--- src/rtl/hazard_controller.sv ---
// Pipeline hazard sequencer: load-use stalls, multi-cycle MUL/DIV freezes and
// IF/ID flushes on taken branches, plus stall/flush event counters.
module hazard_controller #(
    parameter int MDU_LATENCY = 4
) (
    input  logic        clk_i,
    input  logic        rst_i,
    input  logic [4:0]  IDrs1_i,
    input  logic [4:0]  IDrs2_i,
    input  logic        EXMemRead_i,
    input  logic [4:0]  EXrd_i,
    input  logic        EXMdu_i,
    input  logic        Branch_i,
    output logic        PCWrite_o,
    output logic        IFIDWrite_o,
    output logic        IFIDFlush_o,
    output logic        IDEXWrite_o,
    output logic        IDEXBubble_o,
    output logic        EXMEMBubble_o,
    output logic        MduStart_o,
    output logic        MduDone_o,
    output logic        Busy_o,
    output logic [31:0] StallCnt_o,
    output logic [31:0] FlushCnt_o
);

    localparam logic [0:0] RUN = 1'b0;
    localparam logic [0:0] MDU = 1'b1;
    localparam logic [4:0] MDU_LOAD = 5'(MDU_LATENCY - 1);

    logic [0:0] state;
    logic [0:0] stateNext;
    logic [4:0] cnt;
    logic [4:0] cntNext;
    logic       loadUse;

    assign loadUse = EXMemRead_i && (EXrd_i != 5'd0) &&
                     ((EXrd_i == IDrs1_i) || (EXrd_i == IDrs2_i));

    always_comb begin
        PCWrite_o     = 1'b1;
        IFIDWrite_o   = 1'b1;
        IDEXWrite_o   = 1'b1;
        IFIDFlush_o   = 1'b0;
        IDEXBubble_o  = 1'b0;
        EXMEMBubble_o = 1'b0;
        MduStart_o    = 1'b0;
        MduDone_o     = 1'b0;
        Busy_o        = 1'b0;
        stateNext     = state;
        cntNext       = cnt;
        if (!rst_i) begin
            case (state)
                RUN: begin
                    if (EXMdu_i) begin
                        // MDU wins over load-use and branch, including the illegal load+MDU case
                        MduStart_o    = 1'b1;
                        PCWrite_o     = 1'b0;
                        IFIDWrite_o   = 1'b0;
                        IDEXWrite_o   = 1'b0;
                        EXMEMBubble_o = 1'b1;
                        cntNext       = MDU_LOAD;
                        stateNext     = MDU;
                    end else if (loadUse) begin
                        // ID/EX still loads so the bubble is written; branch retried next cycle
                        PCWrite_o    = 1'b0;
                        IFIDWrite_o  = 1'b0;
                        IDEXBubble_o = 1'b1;
                    end else begin
                        IFIDFlush_o = Branch_i;
                    end
                end
                default: begin
                    Busy_o = 1'b1;
                    if (cnt != 5'd1) begin
                        PCWrite_o     = 1'b0;
                        IFIDWrite_o   = 1'b0;
                        IDEXWrite_o   = 1'b0;
                        EXMEMBubble_o = 1'b1;
                        cntNext       = cnt - 5'd1;
                    end else begin
                        MduDone_o   = 1'b1;
                        IFIDFlush_o = Branch_i;
                        cntNext     = 5'd0;
                        stateNext   = RUN;
                    end
                end
            endcase
        end
    end

    always_ff @(posedge clk_i) begin
        if (rst_i) begin
            state      <= RUN;
            cnt        <= 5'd0;
            StallCnt_o <= 32'd0;
            FlushCnt_o <= 32'd0;
        end else begin
            state <= stateNext;
            cnt   <= cntNext;
            if (!PCWrite_o) StallCnt_o <= StallCnt_o + 32'd1;
            if (IFIDFlush_o) FlushCnt_o <= FlushCnt_o + 32'd1;
        end
    end

endmodule

--- config.mk ---
export PLATFORM = sky130hd
export DESIGN_NAME = hazard_controller
export DESIGN_NICKNAME = d
export VERILOG_FILES = /design/src/rtl/hazard_controller.sv
export SDC_FILE = /design/constraint.sdc
export NUM_CORES = 1
export LEC_CHECK = 0
export ABC_AREA = 1
export BUFFER_PORTS_ARGS = -buffer_cell sky130_fd_sc_hd__buf_2
export CORE_MARGIN = 5
export CORE_UTILIZATION = 45
export DETAILED_ROUTE_END_ITERATION = 6
export GPL_TIMING_DRIVEN = 0
export PLACE_DENSITY = 0.66
export SETUP_SLACK_MARGIN = 0.05
export SYNTH_ARGS = -nofsm -noshare
export SYNTH_HDL_FRONTEND = slang
export SYNTH_SLANG_ARGS = --single-unit
--- constraint.sdc ---
create_clock -name clk_i -period 4.4 [get_ports clk_i]
set_input_delay 0.88 -clock clk_i [delete_from_list [all_inputs] [get_ports clk_i]]
set_output_delay 0.88 -clock clk_i [all_outputs]
set_load 0.01 [all_outputs]
## After elaboration in Yosys (flattened, before gate mapping)

Cells that the tools add are included.

- Add/subtract/negate cells: 3
- Multipliers: 0
- Divide/modulo/power cells: 0
- $lt $le $gt $ge: 0
- Eq/ne operators: 3
- Shifts and indexed selects: 0
- Mux-type cells: 30
- Bitwise gates (word level): 0
- Reductions and logical operators: 5

Operator list:

| kind | number |
|---|---|
| adder 32 x 1 -> 32 bit (second input constant) | 2 |
| 2-to-1 mux 1 bit | 27 |
| 2-to-1 mux 5 bit | 3 |
| == test 5 bit | 2 |
| inequality test 5 x 1 -> 1 bit (second input constant) | 1 |
| nonzero test 5 bit | 1 |
| subtractor 5 x 1 -> 5 bit (second input constant) | 1 |
| logical AND 1 bit | 2 |
| nonzero test 2 bit | 1 |
| logical OR 1 bit | 1 |

- Flip-flop bits (word level): 70
- Latch bits: 0
- Memory bits (writable): 0
- Memory bits (read-only): 0
- Bits of input ports: 20
- Output and inout port bits: 73
- Memories kept: 0

## Depth between registers and ports, before layout

Gate-level depths: netlist of the first run.

- Depth after elaboration: 7
- Mapped depth: 14

## Worst setup path after synthesis of the first run

OpenSTA, ideal clock, no wires.

- Path type: input port to output port
- Start point: input port EXrd_i[3]
- End point: output port PCWrite_o
- Data arrival time: 1911 ps
- Setup slack: 1609 ps
- Stages on the path: 13
- Path buffers: 4
- Path through: inv_1 > nand2_1 > nand2_1 > nor2_1 > nand3_1 > nand2_1 > nand2_2 > nand2_2 > buf_6 > nand2_4 > buf_6 > buf_6 > buf_4

- Longest elaborated chain between the ends: 7
- Elaborated cells between the ends (all ways): 10

RTL lines:

| element | line | source |
|---|---|---|
| start, declared | 11 | `input logic [4:0] EXrd_i,` |
| == test 5 bit / nonzero test 5 bit (equally long branches) | 38, 37 |  |
| logical OR 1 bit / logical AND 1 bit (equally long branches) | 38, 37 |  |
| logical AND 1 bit * | 37 | `assign loadUse = EXMemRead_i && (EXrd_i != 5'd0) &&` |
| 2-to-1 mux 1 bit * (4 in series) | n/a |  |
| end, declared | 14 | `output logic PCWrite_o,` |

Mark *: on every way between the ends. The rest lies on a longest branch, timed or not.

## Worst setup path in the final report of the first run

- Start point: input port EXrd_i[4]
- End point: output port PCWrite_o

- Longest elaborated chain between the ends: 7
- Elaborated cells between the ends (all ways): 10

RTL lines:

| element | line | source |
|---|---|---|
| == test 5 bit / nonzero test 5 bit (equally long branches) | 38, 37 |  |
| logical OR 1 bit / logical AND 1 bit (equally long branches) | 38, 37 |  |
| logical AND 1 bit * | 37 |  |
| 2-to-1 mux 1 bit * | 64 | `end else if (loadUse) begin` |
| 2-to-1 mux 1 bit * | 55 | `if (EXMdu_i) begin` |
| 2-to-1 mux 1 bit * | 53 | `case (state)` |
| 2-to-1 mux 1 bit * | 52 | `if (!rst_i) begin` |

Marks and branches as above.

==> impl_metrics.json, run 1 <==
{
  "nNetsFinal": 863,
  "synth_top_flop_cell": "dfxtp_1",
  "crit_path_start_kind": "primary input",
  "pre_cts_ws_ns": 1.197,
  "cp.arrival_ns": 2.31,
  "vias": 5065,
  "totalWireLength_um": 13970,
  "synth-seq-cells": 70,
  "start_util_pct": 46.12,
  "ys_types": 32,
  "crit_cells": 15,
  "final_max_slew_viol_count": 0,
  "crit_buf_inv": 7,
  "multi_input_area_um2": 2554,
  "dp_hpwl_um": 10750,
  "setup_slack_ns": 1.212,
  "synth_top_area_share_pct": 31.23,
  "ir_drop_mv": 0.1372,
  "first_global_vias": 4893,
  "finalCriticalPeriod_ns": 3.188,
  "grt_pass1_wl_um": 23120,
  "final_area_um2": 5309,
  "maxSlewHeadroom_pct": 58.12,
  "synthesis.area_um2": 4487,
  "yosysSeqAreaShare_pct": 31.23,
  "critPathCaptureType": "output pin",
  "slowest_delay_ns": 0.15,
  "p_leak_nw": 2.394,
  "final_cells": 977,
  "synth.avg_cell_area_um2": 6.088,
  "cap_violations": 0,
  "insertion_delay_ns": 0.35,
  "crit_path_cell_trace": "buf_2 > inv_1 > nand2_1 > nand2_1 > nor2_1 > nand3_1 > nand2_1 > nand2_2 > nand2_2 > buf_6 > nand2_4 > buf_6 > buf_6 > buf_4 > buf_2",
  "clkTransAtPathRegs_ns": 0.08,
  "final_antenna_net_count": 0,
  "drive_gt1_share_pct": 15.76,
  "gp_congestion": 0.9275,
  "drc_errors": 0,
  "cts_root_buffer": "clkbuf_8",
  "cts-resized-gates": 0,
  "r2r_cells": 7,
  "via_per_inst": 5.184,
  "yosysMostFrequentCell": "nand2_1",
  "dpl.cell_count": 961,
  "hold_viol": 0,
  "setup_viol": 0,
  "antenna_found_initial": 0,
  "fill_cells": 1074,
  "dr.pass1.iters": 4,
  "grt_overflow_total": 0,
  "rows": 36,
  "clockBufferDepth": 2,
  "rsz0062_at_grt": "false",
  "status": "finished, final reports clean",
  "die_area_um2": 12070,
  "worstPathRequired_ns": 3.52,
  "timing.fmax_mhz": 313.7,
  "wl_per_cell_um": 14.30,
  "core_um2": 9729,
  "synthTopCellsByCount": "205 x nand2_1, 108 x nor2_1, 91 x inv_1",
  "htreeDepth": 3,
  "fp.dieH_um": 109.9,
  "grt_start_max_net_pins": 12,
  "crit_slowest_cell": "buf_6",
  "yosysTopAreaCell": "dfxtp_1",
  "port_buffers": 91,
  "ys_warn_count": 0,
  "crit_type": "in -> out",
  "post_cts_buffers": 0,
  "n_antenna_cell": 0,
  "skew_ns": 0.01098,
  "clkSinkCount": 70,
  "syn_inst": 737,
  "cts_tree": "built",
  "area_growth_syn_to_layout_pct": 18.32,
  "synth_edf_count": 0,
  "num_io_pins": 93,
  "hold_path_class": "reg -> reg",
  "cts_made_buffers": 9,
  "syn_nets": 761,
  "period_share_pct": 72.45,
  "die_w_um": 109.9,
  "placed_area_um2": 5109,
  "ff_latch_area_um2": 1401,
  "first_iter_violations": 219,
  "netlist_top_cells_area": "dfxtp_1 31%, nand2_1 17%, nor2_1 9.0%, nand3_1 8.8%, inv_1 7.6%",
  "critPathTopFamily": "buffers and inverters",
  "min_path_cells": 2,
  "postCtsHoldBufs": 0,
  "setup_tns_ns": 0,
  "cp_max_fo": 11,
  "async_flop_share_pct": 0,
  "worstMarginPinSlew_ns": 0.6281,
  "powerDensity_nw_per_um2": 259.2,
  "grt.total_usage_pct": 24.28
}
==> layout make-up <==
type,instances,share of cell area (%)
inverter,94,6.646
clock inverter,4,0.8485
tap,133,3.135
timing repair buffer,91,8.579
buffer,31,3.370
multi-input combinational,542,48.10
clock buffer,12,2.922
sequential,70,26.40
==> state kept, by name, indices dropped and copies added, names as in the netlist <==
name        flops
StallCnt_o     32
state           1
FlushCnt_o     32
cnt             5
==> where the power goes <==
group,internal [mW],switching [mW]
logic,0.0586,0.125
clock network,0.290,0.251
registers,0.642,0.00913
total,0.991,0.385
==> worst min-delay path, delay by kind of cell, from the launching register on <==
| family | cells | cell delay [ns] |
|---|---|---|
| flops | 1 | 0.33 |
| simple gates | 1 | 0.07 |
| compound gates | 1 | 0.06 |
==> per-stage QoR <==
step / power, mW / hold WS (ns) / util (%)
floorplan: 0.7853 / 0.4817 / -
finish: 1.376 / 0.4986 / 54.57
CTS: 1.387 / 0.5037 / 54.57
global route: 1.439 / 0.5238 / 54.57
global placement: 0.8452 / 0.4803 / 52.51
detailed placement: 0.8496 / 0.4927 / 52.51
==> placed cells by master (no fill, tap or decap), drive strengths merged <==
cell type / count
o21bai: 1
xor2: 18
nor3: 28
nand3b: 3
o21ai: 6
a221oi: 1
nand3: 80
nor4: 1
dfxtp: 70
clkinv: 4
nand4: 35
a211oi: 1
a21oi: 32
inv: 93
o22ai: 1
ha: 4
nand2: 209
nor3b: 1
buf: 113
clkbuf: 21
nor2: 109
bufinv: 1
xnor2: 12
==> worst paths after layout <==
kind                                startpoint              to  slack [ns]
worst max-delay path                 EXrd_i[4]       PCWrite_o        1.21
worst max register to register   StallCnt_o[2]  StallCnt_o[23]        2.45
worst min-delay path            StallCnt_o[31]  StallCnt_o[31]        0.50
worst min register to register  StallCnt_o[31]  StallCnt_o[31]        0.50
==> per-layer routing <==
metal / global-route usage [%] / routed length (um) / up-vias
met1: 28.65 / 5832 / 2330
met3: 3.876 / 763 / 36
met2: 43.67 / 7015 / 144
li1: - / - / 2555
met5: 0 / 0 / -
met4: 9.439 / 358 / 0
==> logic make-up after synthesis <==
kind of cell	share of synthesized area [%]
buffers and inverters	11.85
DFF	31.23
adders and majority gates	1.115
AOI/OAI and AO/OA	4.992
and+or+nand+nor	44.95
xor gates and xnor gates	5.856
Note: power is estimated with default switching activity, not from simulation.
==> inputs of run 2 (changes only) <==
- PLACE_DENSITY: 0.66 -> 0.68
- clock period: 4.4 -> 2.9 ns (I/O delays scaled with it)
==> run 2 against run 1 <==
Against the previous run: critical path depth is 3 lower; final cell count stayed put; total power is 43% higher; cell area is 0.61% lower; utilization is 0.33 points lower; clock skew is 0.0026 ns lower; flip-flop and latch count stayed put; critical path type is now reg -> out; largest cell class unchanged.
==> impl_metrics.json, run 2 (same netlist as run 1, synthesis figures left out) <==
{
  "crit_slowest_cell": "dfxtp_1",
  "worstMarginPinSlew_ns": 0.5863,
  "slowest_delay_ns": 0.35,
  "cp_common_cell": "inv_1",
  "core_um2": 9729,
  "cts-resized-gates": 0,
  "hold-worst-slack_ns": 0.4933,
  "grt.total_usage_pct": 23.08,
  "worstPathRequired_ns": 2.32,
  "final_antenna_net_count": 0,
  "hold_path_class": "reg -> reg",
  "crit_buf_inv": 7,
  "totalWireLength_um": 13510,
  "p_comb_share_pct": 14.0,
  "period_share_pct": 89.67,
  "die_area_um2": 12070,
  "first_global_vias": 4633,
  "sequentialPowerShare_pct": 50.2,
  "clockBufferDepth": 2,
  "final_max_slew_viol_count": 0,
  "largest_registers": "FlushCnt_o: 32 flops, StallCnt_o: 32 flops, cnt: 5 flops",
  "rows": 36,
  "route.layer.met1.wl_um": 5652,
  "cts_root_buffer": "clkbuf_8",
  "start_util_pct": 46.12,
  "critPathCaptureType": "output pin",
  "cts_made_buffers": 9,
  "postCtsHoldBufs": 0,
  "finalCriticalPeriod_ns": 2.600,
  "crit_type": "reg -> out",
  "intPower_mw": 1.394,
  "vias": 4979,
  "cp.arrival_ns": 2.02,
  "nNetsFinal": 863,
  "wl_per_cell_um": 13.82,
  "met2_length_um": 6711,
  "cts_tree": "built",
  "p_clk_share_pct": 35.8,
  "layout_common_cells": "205 x nand2_1, 108 x nor2_1, 99 x buf_2",
  "status": "finished, final reports clean",
  "swShare_pct": 29.22,
  "first_iter_violations": 275,
  "post_cts_buffers": 0,
  "setup_tns_ns": 0,
  "setup_viol": 0,
  "port_buffers": 91,
  "grt_start_max_net_pins": 12,
  "fp.dieH_um": 109.9,
  "p_leak_nw": 2.374,
  "die_w_um": 109.9,
  "drive_gt1_share_pct": 15.64,
  "grt_overflow_total": 0,
  "antenna_found_initial": 0,
  "crit_path_cell_trace": "inv_1 > ha_1 > nand3_1 > inv_1 > nand2_1 > nand2_1 > inv_1 > nand2_4 > buf_6 > buf_6 > buf_4 > buf_2",
  "area_growth_syn_to_layout_pct": 17.60,
  "hold_viol": 0,
  "top_layer": "met4",
  "crit_path_start_kind": "flop",
  "timing.fmax_mhz": 384.6,
  "num_io_pins": 93,
  "met3_length_um": 884,
  "powerDensity_nw_per_um2": 373.4,
  "dr.pass1.iters": 7,
  "clkSinkCount": 70,
  "clkTransAtPathRegs_ns": 0.08,
  "grt_pass1_wl_um": 22000,
  "dp_hpwl_um": 10380,
  "maxSlewHeadroom_pct": 60.91,
  "critPathTopFamily": "buffers and inverters",
  "layout_commonest_cell": "nand2_1",
  "p_sw_mw": 0.5757,
  "ir_drop_mv": 0.1926,
  "cp_max_fo": 11,
  "cap_violations": 0,
  "rsz0062_at_grt": "false",
  "drc_errors": 0,
  "totalPowerFinal_mw": 1.970,
  "skew_ns": 0.008341,
  "htreeDepth": 3,
  "via_per_inst": 5.096,
  "insertion_delay_ns": 0.34,
  "n_antenna_cell": 0,
  "utilization_pct": 54.23,
  "gp_congestion": 1.001
}
## run 2: through the flow
step | instances | setup WS [ns] | area, um^2
floorplan | 737 | 0.7090 | 4487
global placement | 961 | 0.3206 | 5109
detailed placement | 961 | 0.3058 | 5109
global route | 977 | 0.1033 | 5276
finish | 977 | 0.2997 | 5276
CTS | 977 | 0.2711 | 5276
## run 2: power by group through the flow
| stage | logic (mW) | clock network [mW] | registers (mW) |
|---|---|---|---|
| floorplan | 0.181 | 0 | 1.01 |
| global route | 0.306 | 0.765 | 0.991 |
| finish | 0.276 | 0.705 | 0.989 |
| detailed placement | 0.276 | 0 | 1.01 |
| global placement | 0.270 | 0 | 1.01 |
| CTS | 0.278 | 0.720 | 0.989 |
## run 2: final timing paths
check	startpoint	end	slack, ns	cells past startpoint
max	cnt[1]	PCWrite_o	0.30	12
min	StallCnt_o[31]	StallCnt_o[31]	0.49	2
max reg2reg	StallCnt_o[1]	StallCnt_o[30]	0.93	7
min reg2reg	StallCnt_o[31]	StallCnt_o[31]	0.49	2
## run 2: area by class of cell
cell class,count,area (um^2)
multi-input combinational,542,2554
tap,133,166.4
inverter,94,352.8
clock buffer,12,145.1
timing repair buffer,91,455.4
fill,1048,4453
sequential,70,1401
buffer,31,178.9
clock inverter,4,22.52
## run 2: routing by layer
metal,vias to the layer above,GRT usage (%)
li1,2549,-
met1,2260,27.77
met2,152,41.29
met3,18,4.639
met4,0,6.679
met5,-,0
## run 2: worst register-to-register path, stage by stage, from the launching register on
cell and delay [ns]:
dfxtp_1 0.39, ha_1 0.23, nand3_1 0.25, nor3_1 0.55
nand2_1 0.14, xnor2_1 0.16, nand3_1 0.08, a21oi_1 0.12
